## config.mk

```make
export PLATFORM = sky130hd
export DESIGN_NAME = cfg_switch_box
export DESIGN_NICKNAME = d
export VERILOG_FILES = /design/src/rtl/cfg_switch_box.sv
export SDC_FILE = /design/constraint.sdc
export NUM_CORES = 1
export LEC_CHECK = 0
export CAP_MARGIN = 20
export CORE_UTILIZATION = 30
export DETAILED_ROUTE_END_ITERATION = 7
export HOLD_SLACK_MARGIN = 0.15
export PLACE_DENSITY = 0.49
export SLEW_MARGIN = 20
export SYNTH_ARGS = -nofsm -noshare
export SYNTH_HDL_FRONTEND = slang
export SYNTH_SLANG_ARGS = --single-unit
```

## constraint.sdc

```tcl
create_clock -name clk -period 1.5 [get_ports clk]
set_input_delay 0.3 -clock clk [delete_from_list [all_inputs] [get_ports clk]]
set_output_delay 0.3 -clock clk [all_outputs]
set_load 0.02 [all_outputs]
```

## src/rtl/cfg_switch_box.sv

```systemverilog
// Mux-based unidirectional switch box with a scan-loaded, double-buffered routing store.
// Define SB_REG_OUT_EN to register the out_* tracks (one extra cycle of latency).
module cfg_switch_box #(
  parameter int W = 8
) (
  input  logic         clk,
  input  logic         rst,
  input  logic [W-1:0] in_n,
  input  logic [W-1:0] in_e,
  input  logic [W-1:0] in_s,
  input  logic [W-1:0] in_w,
  output logic [W-1:0] out_n,
  output logic [W-1:0] out_e,
  output logic [W-1:0] out_s,
  output logic [W-1:0] out_w,
  input  logic         cfg_in,
  input  logic         cfg_shift,
  input  logic         cfg_commit,
  output logic         cfg_out,
  output logic         cfg_ready,
  output logic         cfg_err
);
  localparam int CB = 8 * W;
  localparam int CW = $clog2(CB + 1);

  logic [CB-1:0]       shadow_q, shadow_d;
  logic [CB-1:0]       active_q, active_d;
  logic [CW-1:0]       cnt_q, cnt_d;
  logic                err_q, err_d;
  logic [3:0][W-1:0]   in_arr;
  logic [3:0][W-1:0]   route;

  assign cfg_ready = (cnt_q == CW'(CB));
  assign cfg_out   = shadow_q[CB-1];
  assign cfg_err   = err_q;

  always_comb begin
    shadow_d = shadow_q;
    active_d = active_q;
    cnt_d    = cnt_q;
    err_d    = err_q;
    if (cfg_shift) begin
      shadow_d = {shadow_q[CB-2:0], cfg_in};
      if (!cfg_ready) cnt_d = cnt_q + 1'b1;
    end
    // Commit copies the pre-shift shadow; a concurrent shift counts as the first new bit.
    if (cfg_commit) begin
      if (cfg_ready) begin
        active_d = shadow_q;
        cnt_d    = cfg_shift ? CW'(1) : '0;
      end else begin
        err_d = 1'b1;
      end
    end
  end

  always_ff @(posedge clk) begin
    if (rst) begin
      shadow_q <= '0;
      active_q <= '0;
      cnt_q    <= '0;
      err_q    <= 1'b0;
    end else begin
      shadow_q <= shadow_d;
      active_q <= active_d;
      cnt_q    <= cnt_d;
      err_q    <= err_d;
    end
  end

  assign in_arr = {in_w, in_s, in_e, in_n};

  genvar gd, gk;
  generate
    for (gd = 0; gd < 4; gd++) begin : g_side
      localparam int SIDE_CW  = (gd + 1) % 4;
      localparam int SIDE_ST  = (gd + 2) % 4;
      localparam int SIDE_CCW = (gd + 3) % 4;
      for (gk = 0; gk < W; gk++) begin : g_trk
        logic [1:0] sel;
        assign sel = active_q[2*(gd*W+gk) +: 2];
        // The ccw turn mirrors the track index across the side.
        assign route[gd][gk] = (sel == 2'b01) ? in_arr[SIDE_CW][gk] :
                               (sel == 2'b10) ? in_arr[SIDE_ST][gk] :
                               (sel == 2'b11) ? in_arr[SIDE_CCW][W-1-gk] : 1'b0;
      end
    end
  endgenerate

`ifdef SB_REG_OUT_EN
  logic [3:0][W-1:0] out_q;
  always_ff @(posedge clk) begin
    if (rst) out_q <= '0;
    else     out_q <= route;
  end
  assign out_n = out_q[0];
  assign out_e = out_q[1];
  assign out_s = out_q[2];
  assign out_w = out_q[3];
`else
  assign out_n = route[0];
  assign out_e = route[1];
  assign out_s = route[2];
  assign out_w = route[3];
`endif

endmodule
```

==> impl_metrics.env, run 1 <==
export IMPL_nNetsFinal=845
export IMPL_grt_ovfl_total=0
export IMPL_worst_slew_pin_slew_ns=0.486
export IMPL_num_fill_cells=1891
export IMPL_crit_path_end_kind="primary output"
export IMPL_core_mm2=0.0189
export IMPL_clockRootBuffer="clkbuf_16"
export IMPL_rsz0062_at_grt="true"
export IMPL_clkPwrFrac=0.478
export IMPL_violations="setup timing"
export IMPL_layout_common_cells="102 x dfxtp_1, 82 x buf_4, 68 x a21oi_1, 68 x nor2_1, 65 x mux2i_1"
export IMPL_drt_total_wl_mm=17.5
export IMPL_finClkSkew_ns=0.00606
export IMPL_io_pins=72
export IMPL_synth_avg_cell_area_um2=8.62
export IMPL_switchingPower_uw=1910
export IMPL_cp_start_kind="register"
export IMPL_power_frac_comb=0.089
export IMPL_ys_top_cells_by_area="dfxtp_1 47%, mux2i_1 11%, o21ai_0 6.9%, mux2_2 6.2%, a21oi_1 5.8%"
export IMPL_fmax_mhz=509
export IMPL_avgViaCountPerCell=4.96
export IMPL_detail_route_wl_per_cell_um=16.2
export IMPL_critPathBufInv=2
export IMPL_grt_util_met2=0.291
export IMPL_sequentialPowerShare=0.433
export IMPL_max_cap_violations=0
export IMPL_ir_drop_v=0.000822
export IMPL_top_usage_layer="met2"
export IMPL_cp_slowest_cell="or4b_4"
export IMPL_initial_core_util=0.309
export IMPL_cp_top_family="simple AND/OR/NAND/NOR gates"
export IMPL_rows=50
export IMPL_yosysWarnings=0
export IMPL_drc=0
export IMPL_yosysTopAreaCell="dfxtp_1"
export IMPL_numCtsBuffers=17
export IMPL_vias=5345
export IMPL_dp_hpwl_mm=11.7
export IMPL_finalHoldViolCount=0
export IMPL_p_per_area_mw_per_mm2=983
export IMPL_cts_tree="done"
export IMPL_finalSetupViolations=104
export IMPL_antenna_found_initial=0
export IMPL_fin_cells=1077
export IMPL_maxSlewViolCount=0
export IMPL_setup_tns_ns=-25.78
export IMPL_postPlaceCellArea_mm2=0.00740
export IMPL_stdcell_area_mm2=0.00853
export IMPL_clk_pin_slew_ns=0.06
export IMPL_use_met1=0.233
export IMPL_grt_usage=0.180
export IMPL_worstPathRequired_ns=1.20
export IMPL_drt_iter0_markers=243
export IMPL_cts_sinks=136
export IMPL_synth_cells=678
export IMPL_layout_commonest_cell="dfxtp_1"
export IMPL_fin_ws_ns=-0.465
export IMPL_worstSetupPathType="register to primary output"
export IMPL_grt_max_degree=68
export IMPL_status="complete, but fails checks"
export IMPL_synth_top_area_share=0.466
export IMPL_worstPathArrival_ns=1.66
export IMPL_grt_pass1_vias=5210
export IMPL_synth_area_mm2=0.00584
export IMPL_post_route_period_util=1.31
export IMPL_grt_pass1_wl_mm=27.7
export IMPL_crit_chain="inv_2, ha_4, or4b_4, nor2_4, buf_6"
export IMPL_synth_seq_cells=136
export IMPL_slew_headroom=0.676
export IMPL_area_growth_pct=45.9
export IMPL_dr_pass1_iters=4
export IMPL_met3_usage=0.0354
export IMPL_synth_seq_area_share=0.466
export IMPL_total_leakage_power_uw=0.00349
export IMPL_port_buffers=71
export IMPL_place_congestion=0.755
export IMPL_die_area_mm2=0.0200
export IMPL_place_inst=1032
export IMPL_num_antenna_cells=0
export IMPL_hold_class="input port to register"
export IMPL_worstPathMaxFanout=2
export IMPL_period_needed_ns=1.96
export IMPL_switching_share=0.228
export IMPL_die_w_um=142
export IMPL_cts_hold_buffers=0
export IMPL_fp_dieH_um=142
export IMPL_htree_levels=4
export IMPL_internal_power_uw=6470
export IMPL_slowest_delay_ns=0.49
export IMPL_clk_latency_ns=0.42
export IMPL_hold_ws_ns=0.223
export IMPL_drive_above_1_share=0.348
export IMPL_clk_path_buf_depth=2
export IMPL_synth_nets=717
export IMPL_antenna_left=0
export IMPL_synth_distinct_cells=31
-- state kept, by name (all words and copies together), names as in the netlist --
signal / cells
active_q: 64
cfg_err: 1
cnt_q: 7
shadow_q: 64
-- routing by layer --
| layer | wire, µm | up-vias |
|---|---|---|
| met5 | 0 | - |
| met1 | 8260 | 2597 |
| met2 | 8220 | 94 |
| li1 | - | 2629 |
| met4 | 401 | 0 |
| met3 | 599 | 25 |
-- power groups by stage --
stage / Combinational, µW / Clock [µW] / Sequential (µW)
after floorplan: 346 / 0 / 3710
after global placement: 709 / 0 / 3710
after detailed placement: 713 / 0 / 3710
after CTS: 722 / 4090 / 3630
after global routing: 789 / 4240 / 3630
final: 742 / 4010 / 3630
-- worst paths after layout --
kind,cells after the start,endpoint,startpoint,slack [ns]
max,5,cfg_ready,cnt_q[1]$_SDFF_PP0_,-0.46
min,2,shadow_q[53]$_SDFFE_PP0P_,rst,0.22
max reg2reg,6,active_q[26]$_SDFFE_PP0P_,cnt_q[1]$_SDFF_PP0_,-0.36
min reg2reg,2,cfg_err$_SDFFE_PP0P_,cfg_err$_SDFFE_PP0P_,0.45
-- cells by family after synthesis --
group / after synthesis / synth area share
buf+inv: 55 / 0.0418
compound gates: 172 / 0.152
flops: 136 / 0.466
fa+ha+maj: 2 / 0.00428
simple gates: 214 / 0.160
mux: 97 / 0.173
xor+xnor: 2 / 0.00300
-- cell usage after synthesis --
library cell and number:
a21oi_1 68, nand2_1 69, or4b_4 1, or3_1 2
nor4b_2 1, nand3_1 64, nor2_1 69, o221a_2 1
o21ai_1 19, nand2b_1 1, nor2_2 1, o21ai_0 80
buf_1 1, mux2_2 32, xor2_1 2, clkbuf_1 35
nor2b_1 1, buf_6 3, nor3_1 1, a31oi_1 1
a211o_1 1, inv_1 4, a211oi_1 1, buf_2 12
nand4_1 2, ha_1 2, nand3b_1 1, mux2i_1 65
and3b_1 1, dfxtp_1 136, o31ai_4 1
-- per-stage QoR --
step / power, µW / worst slack (ns) / util
floorplan: 4060 / -0.0765 / -
global placement: 4420 / -0.840 / 0.392
detailed placement: 4420 / -0.830 / 0.392
CTS: 8440 / -0.483 / 0.437
global route: 8660 / -0.515 / 0.451
finish: 8380 / -0.465 / 0.451
-- timing repair --
item | 4_1_cts | 5_1_grt
endpoints found under the setup margin | 105 | 104
pin swaps | 27 | 7
resized for setup | 374 | 55
buffers inserted | 13 | 9
-- cell type report --
class / count / area [µm²] / area share
Sequential cell: 136 / 2770 / 0.325
Timing Repair Buffer: 160 / 1530 / 0.179
Inverter: 4 / 15.0 / 0.00176
Clock inverter: 2 / 35.0 / 0.00411
Multi-Input combinational cell: 487 / 3330 / 0.390
Tap cell: 260 / 325 / 0.0382
Clock buffer: 28 / 527 / 0.0618
Power figures use the tool's default switching activity.
==> run 2: changes to the inputs <==
- PLACE_DENSITY: 0.49 -> 0.47
- clock period: 1.5 -> 2.3 ns (I/O delays scaled with it)
==> run 2 against run 1 <==
Against the previous run: the flow now finishes without violations; cell count shrank 5.5%; count of clock-buffer cells in the layout shrank 5; sequential power shrank 35%; clock skew grew 0.0014 ns; wire length shrank 4.3%; design area shrank 11%; combinational power shrank 45%; core utilization shrank 5.0 points; via count shrank 7.1%; die area is the same; critical endpoint is now out_s[5]; largest power group unchanged; highest routed layer unchanged.
==> impl_metrics.env, run 2 (same netlist as run 1, synthesis figures left out) <==
export IMPL_avgViaCountPerCell=4.88
export IMPL_cts_sinks=136
export IMPL_worstPathRequired_ns=1.84
export IMPL_worstSetupPathType="input port to primary output"
export IMPL_ir_drop_v=0.000567
export IMPL_grt_usage=0.171
export IMPL_finalHoldViolCount=0
export IMPL_cp_top_family="buffers and inverters"
export IMPL_nNetsFinal=785
export IMPL_dr_pass1_iters=4
export IMPL_layout_commonest_cell="dfxtp_1"
export IMPL_rsz0062_at_grt="false"
export IMPL_stdcell_area_mm2=0.00758
export IMPL_cp_slowest_cell="clkdlybuf4s50_1"
export IMPL_antenna_left=0
export IMPL_cts_tree="done"
export IMPL_fin_util=0.401
export IMPL_layout_common_cells="135 x dfxtp_1, 79 x o21ai_0, 69 x nand2_1, 69 x nor2_1, 68 x a21oi_1"
export IMPL_grt_ovfl_total=0
export IMPL_setup_tns_ns=0
export IMPL_hold_class="register to register"
export IMPL_post_route_period_util=0.983
export IMPL_top_regs="active_q: 64 flops, shadow_q: 64 flops, cnt_q: 7 flops"
export IMPL_power_uw=5680
export IMPL_drc=0
export IMPL_crit_chain="clkdlybuf4s50_1, mux2_2, nand2_1, o21ai_0, clkdlybuf4s15_1"
export IMPL_slew_headroom=0.526
export IMPL_num_antenna_cells=0
export IMPL_antenna_found_initial=0
export IMPL_place_congestion=0.785
export IMPL_total_leakage_power_uw=0.00295
export IMPL_area_growth_pct=29.7
export IMPL_period_needed_ns=2.26
export IMPL_detail_route_wl_per_cell_um=16.4
export IMPL_finClkSkew_ns=0.00744
export IMPL_slowest_delay_ns=0.51
export IMPL_clk_latency_ns=0.42
export IMPL_die_w_um=142
export IMPL_status="complete, no violations"
export IMPL_preCtsSetupSlack_ns=-0.331
export IMPL_initial_core_util=0.309
export IMPL_cp_start_kind="input port"
export IMPL_p_per_area_mw_per_mm2=750
export IMPL_critPathBufInv=2
export IMPL_numCtsBuffers=17
export IMPL_dp_hpwl_mm=11.1
export IMPL_grt_max_degree=68
export IMPL_grt_pass1_wl_mm=26.2
export IMPL_worstPathMaxFanout=3
export IMPL_fin_ws_ns=0.0385
export IMPL_crit_path_end_kind="primary output"
export IMPL_drt_iter0_markers=280
export IMPL_fmax_mhz=442
export IMPL_worstPathArrival_ns=1.80
export IMPL_worst_slew_pin_slew_ns=0.710
export IMPL_clk_path_buf_depth=2
export IMPL_rows=50
export IMPL_cts_hold_buffers=0
export IMPL_maxSlewViolCount=0
export IMPL_vias=4964
export IMPL_clk_pin_slew_ns=0.06
export IMPL_max_cap_violations=0
export IMPL_port_buffers=71
export IMPL_postPlaceCellArea_mm2=0.00697
export IMPL_drt_total_wl_mm=16.7
export IMPL_clockRootBuffer="clkbuf_16"
export IMPL_fp_dieH_um=142
export IMPL_finalSetupViolations=0
export IMPL_htree_levels=4
export IMPL_core_mm2=0.0189
export IMPL_die_area_mm2=0.0200
export IMPL_grt_pass1_vias=4795
export IMPL_num_fill_cells=1959
export IMPL_io_pins=72
export IMPL_drive_above_1_share=0.140
[run 2: metal layers]
layer,track usage,share of wire,up-vias
met1,0.238,0.49,2357
met2,0.264,0.45,91
met4,0.0628,0.014,0
li1,-,-,2499
met3,0.0300,0.044,17
met5,0,0,-
[run 2: area by class of cell]
cell class / instances / area, µm² / area share
timing repair buffer: 100 / 990 / 0.131
inverter: 4 / 15.0 / 0.00198
tap: 260 / 325 / 0.0429
multi-input combinational: 487 / 2890 / 0.382
clock inverter: 8 / 143 / 0.0188
clock buffer: 23 / 488 / 0.0644
sequential: 136 / 2720 / 0.359
[run 2: power breakdown]
group | total (µW) | switching [µW] | leakage, µW | internal, µW
clock network | 2910 | 990 | 0.000309 | 1920
registers | 2370 | 4.13 | 0.00110 | 2360
logic | 408 | 250 | 0.00154 | 159
total | 5680 | 1240 | 0.00295 | 4440
[run 2: path summary, 6_finish.rpt]
check,startpoint,endpoint,slack [ns],cells after the start
setup / recovery,in_e[2],out_s[5],0.04,5
hold / removal,cfg_err$_SDFFE_PP0P_,cfg_err$_SDFFE_PP0P_,0.45,2
setup reg to reg,cnt_q[0]$_SDFF_PP0_,cnt_q[5]$_SDFF_PP0_,0.33,6
hold reg to reg,cfg_err$_SDFFE_PP0P_,cfg_err$_SDFFE_PP0P_,0.45,2
[run 2: worst register-to-register path, cell delays in order, from the launching register on]
cell and delay [ns]:
dfxtp_1 0.32, inv_2 0.07, ha_2 0.19, or4b_4 0.49
buf_4 0.35, o31ai_4 0.36, a21oi_1 0.07
[run 2: stage by stage]
step / instances / hold WS, ns
global route: 1018 / 0.486
detailed placement: 986 / 0.442
finish: 1018 / 0.451
floorplan: 678 / 0.456
global placement: 986 / 0.433
CTS: 1017 / 0.449
[run 2: timing repair]
action	CTS	global route
pin swaps	0	1
resized for setup	48	22
endpoints found under the setup margin	33	13
setup buffers	0	1
==> variant, RTL diff (config.mk and constraints of run 2) <==
Register the inputs `cfg_in`, `cfg_shift` and `cfg_commit` before use, without a reset. The logic sees them one clock later. The other inputs are not delayed to match.
--- a/src/rtl/cfg_switch_box.sv
+++ b/src/rtl/cfg_switch_box.sv
@@ -24,4 +24,14 @@
   localparam int CW = $clog2(CB + 1);
 
+  logic cfg_q;
+  logic cfg_shift_q;
+  logic cfg_commit_q;
+
+  always_ff @(posedge clk) begin
+    cfg_q        <= cfg_in;
+    cfg_shift_q  <= cfg_shift;
+    cfg_commit_q <= cfg_commit;
+  end
+
   logic [CB-1:0]       shadow_q, shadow_d;
   logic [CB-1:0]       active_q, active_d;
@@ -40,13 +50,13 @@
     cnt_d    = cnt_q;
     err_d    = err_q;
-    if (cfg_shift) begin
-      shadow_d = {shadow_q[CB-2:0], cfg_in};
+    if (cfg_shift_q) begin
+      shadow_d = {shadow_q[CB-2:0], cfg_q};
       if (!cfg_ready) cnt_d = cnt_q + 1'b1;
     end
     // Commit copies the pre-shift shadow; a concurrent shift counts as the first new bit.
-    if (cfg_commit) begin
+    if (cfg_commit_q) begin
       if (cfg_ready) begin
         active_d = shadow_q;
-        cnt_d    = cfg_shift ? CW'(1) : '0;
+        cnt_d    = cfg_shift_q ? CW'(1) : '0;
       end else begin
         err_d = 1'b1;
Function: changed (Yosys sat finds a counterexample within 4 cycles, from zero or initial values and one cycle with rst high).
==> variant against run 2 <==
Area after synthesis increased by 1.0%; power decreased by 2.0%; largest cell class unchanged; sequential cell count increased by 3; sequential power increased by 3%; wire length decreased by 0.83%; design area decreased by 0.63%; critical path type unchanged; largest power group unchanged; setup slack got worse by 23 ps; count of clock-buffer cells in the layout increased by 1.
==> variant: results (changes against run 2) <==
Outcome
  – Status: finished, final reports clean

Min path
  – Hold Crit Endpoint: active_q[21]$_SDFFE_PP0P_
  – Min-delay src: rst
  – Worst hold-check path type: in2reg
  – Hold depth: 2 (unchanged)

Placed design
  – Post-detail-place hpwl: 10820 um (-2.3%)
  – IO buf count: 71 (unchanged)
  – Post-Place Cells: 987 (+0.10%)
  – Gp weighted congestion: 0.7809 (-0.46%)

GRT
  – GRT Total Usage: 17.32% (+0.21 points)
  – Largest net degree at the start of global routing: 74 (+8.8%)
  – Initial antenna violation count: 0 (unchanged)
  – First-pass GRT wire length: 26740 um (+1.9%)

Synth
  – Unique masters post-synth: 31 (unchanged)
  – Yosys Warn Count: 0 (unchanged)
  – Syn Nets: 720 (+0.42%)
  – Sequential element share of the synthesized area: 47.14% (+0.54 points)
  – Top cells by count, synth: dfxtp_1 (139), o21ai_0 (80), nand2_1 (69), nor2_1 (69), a21oi_1 (68)
  – Synthesized area per cell: 8.668 um2 (+0.58%)
  – Synth top area cells: dfxtp_1 (47%), mux2i_1 (11%), o21ai_0 (6.8%), mux2_2 (6.1%), a21oi_1 (5.8%)
  – Asr flop ratio synth: 0% (unchanged)

Timing
  – Final hold vios: 0 (unchanged)
  – Clock Skew: 6.800 ps (-0.6415 ps)
  – Relative max-transition margin: 52.03% (-0.61 points)

Critical path
  – R2r setup slk: around 320 ps
  – CP max stage delay: 500 ps
  – CP arrival: 1820 ps (+20 ps)
  – Worst R2R Start: cnt_q[0]$_SDFF_PP0_
  – Reg2Reg Depth: 6 (unchanged)
  – Reg-to-Reg End: cnt_q[4]$_SDFF_PP0_
  – Worst setup startpoint: in_n[3]
  – CP max-delay cell: clkdlybuf4s50_1
  – Cell family with most CP delay: buffers and inverters
  – Max FO, Critical Path: 2 (-1)

Drt
  – Vias per inst: 4.839 (-0.76%)
  – First-pass DRT Iterations: 5 (+1)
  – 1st-iter DRT viols: 312 (+11%)
  – Routed len/inst: 16.27 um (-0.93%)
  – Via count: 4931 (-0.66%)
  – Routed Antenna Nets: 0 (unchanged)

Power and ir drop
  – Peak supply drop: 0.5084 mV (-10%)
  – Leakage: 2.871 nW (-2.5%)

CTS
  – CTS buffer count: 17 (unchanged)
  – Worst skew pair latency: 420 ps (about the same)
  – Clock H-tree levels: 4 (unchanged)
  – CTS root buffer: clkbuf_16
  – Clk slew on worst S/H paths: 60 ps (about the same)

Layout
  – Nets: 785 (unchanged)
  – Regs by FF count: active_q (64), shadow_q (64), cnt_q (7)
  – Filler cells: 1995 (+1.8%)
  – Share of cells above drive strength 1: 13.44% (-0.55 points)
variant: per-layer routing:
layer  vias up  track usage (%)  wire length (um)
met5         -                0                 0
met4         0            5.772                91
met3         5            4.071               640
met2        83            28.61              8031
met1      2332            22.10              7821
li1       2511                -                 -
variant: logic make-up after synthesis:
| kind of cell | after synthesis | share of synthesized area (%) |
|---|---|---|
| AOI/OAI and AO/OA | 172 | 15.09 |
| xor gates and xnor gates | 2 | 0.2968 |
| adders and majority gates | 2 | 0.4238 |
| buffers and inverters | 55 | 4.133 |
| DFF | 139 | 47.14 |
| muxes | 97 | 17.13 |
| and+or+nand+nor | 214 | 15.79 |
variant: timing repair:
item                                    in CTS  in global routing
endpoints found under the setup margin      31                  9
gates resized for setup                     41                 15
setup buffers                                0                  0
variant: area by class of cell:
cell class	count	area [um2]	share of cell area [%]
inverter	4	15.01	0.1994
sequential	139	2786	37.00
clock buffer	24	481.7	6.396
tap	260	325.3	4.320
clock inverter	8	115.1	1.528
multi-input combinational	487	2892	38.40
timing repair buffer	97	915.9	12.16
variant: worst max-delay path by stage:
stage,end,slack (ps),cells past startpoint
final,out_s[3],20,5
after global routing,cfg_ready,0.4,5
after CTS,cfg_ready,6,5
after detailed placement,out_s[4],-380,5
after global placement,out_s[4],-340,5
after floorplan,cfg_ready,440,5
variant: worst reg2reg max path: cells and delay by family (launching register included):
| kind | cells | cell delay, ps |
|---|---|---|
| flops | 1 | 310 |
| compound gates | 1 | 370 |
| fa+ha+maj | 1 | 180 |
| simple gates | 2 | 580 |
| buf+inv | 2 | 420 |
variant: metrics by stage:
stage	area (um2)	setup WS, ps	TNS, ps	hold WS, ps
finish	7531	15.77	0	356.0
global route	7531	0.3635	0	343.6
detailed placement	6974	-378.2	-4831	441.0
global placement	6974	-343.3	-4598	437.9
CTS	7532	6.005	0	334.4
floorplan	5903	436.9	0	440.3
variant: power breakdown:
group,switching [mW],leakage (nW),internal [mW],total (mW)
Clock,0.976,0.298,1.78,2.76
Combinational,0.233,1.45,0.151,0.383
Sequential,0.0100,1.12,2.42,2.43
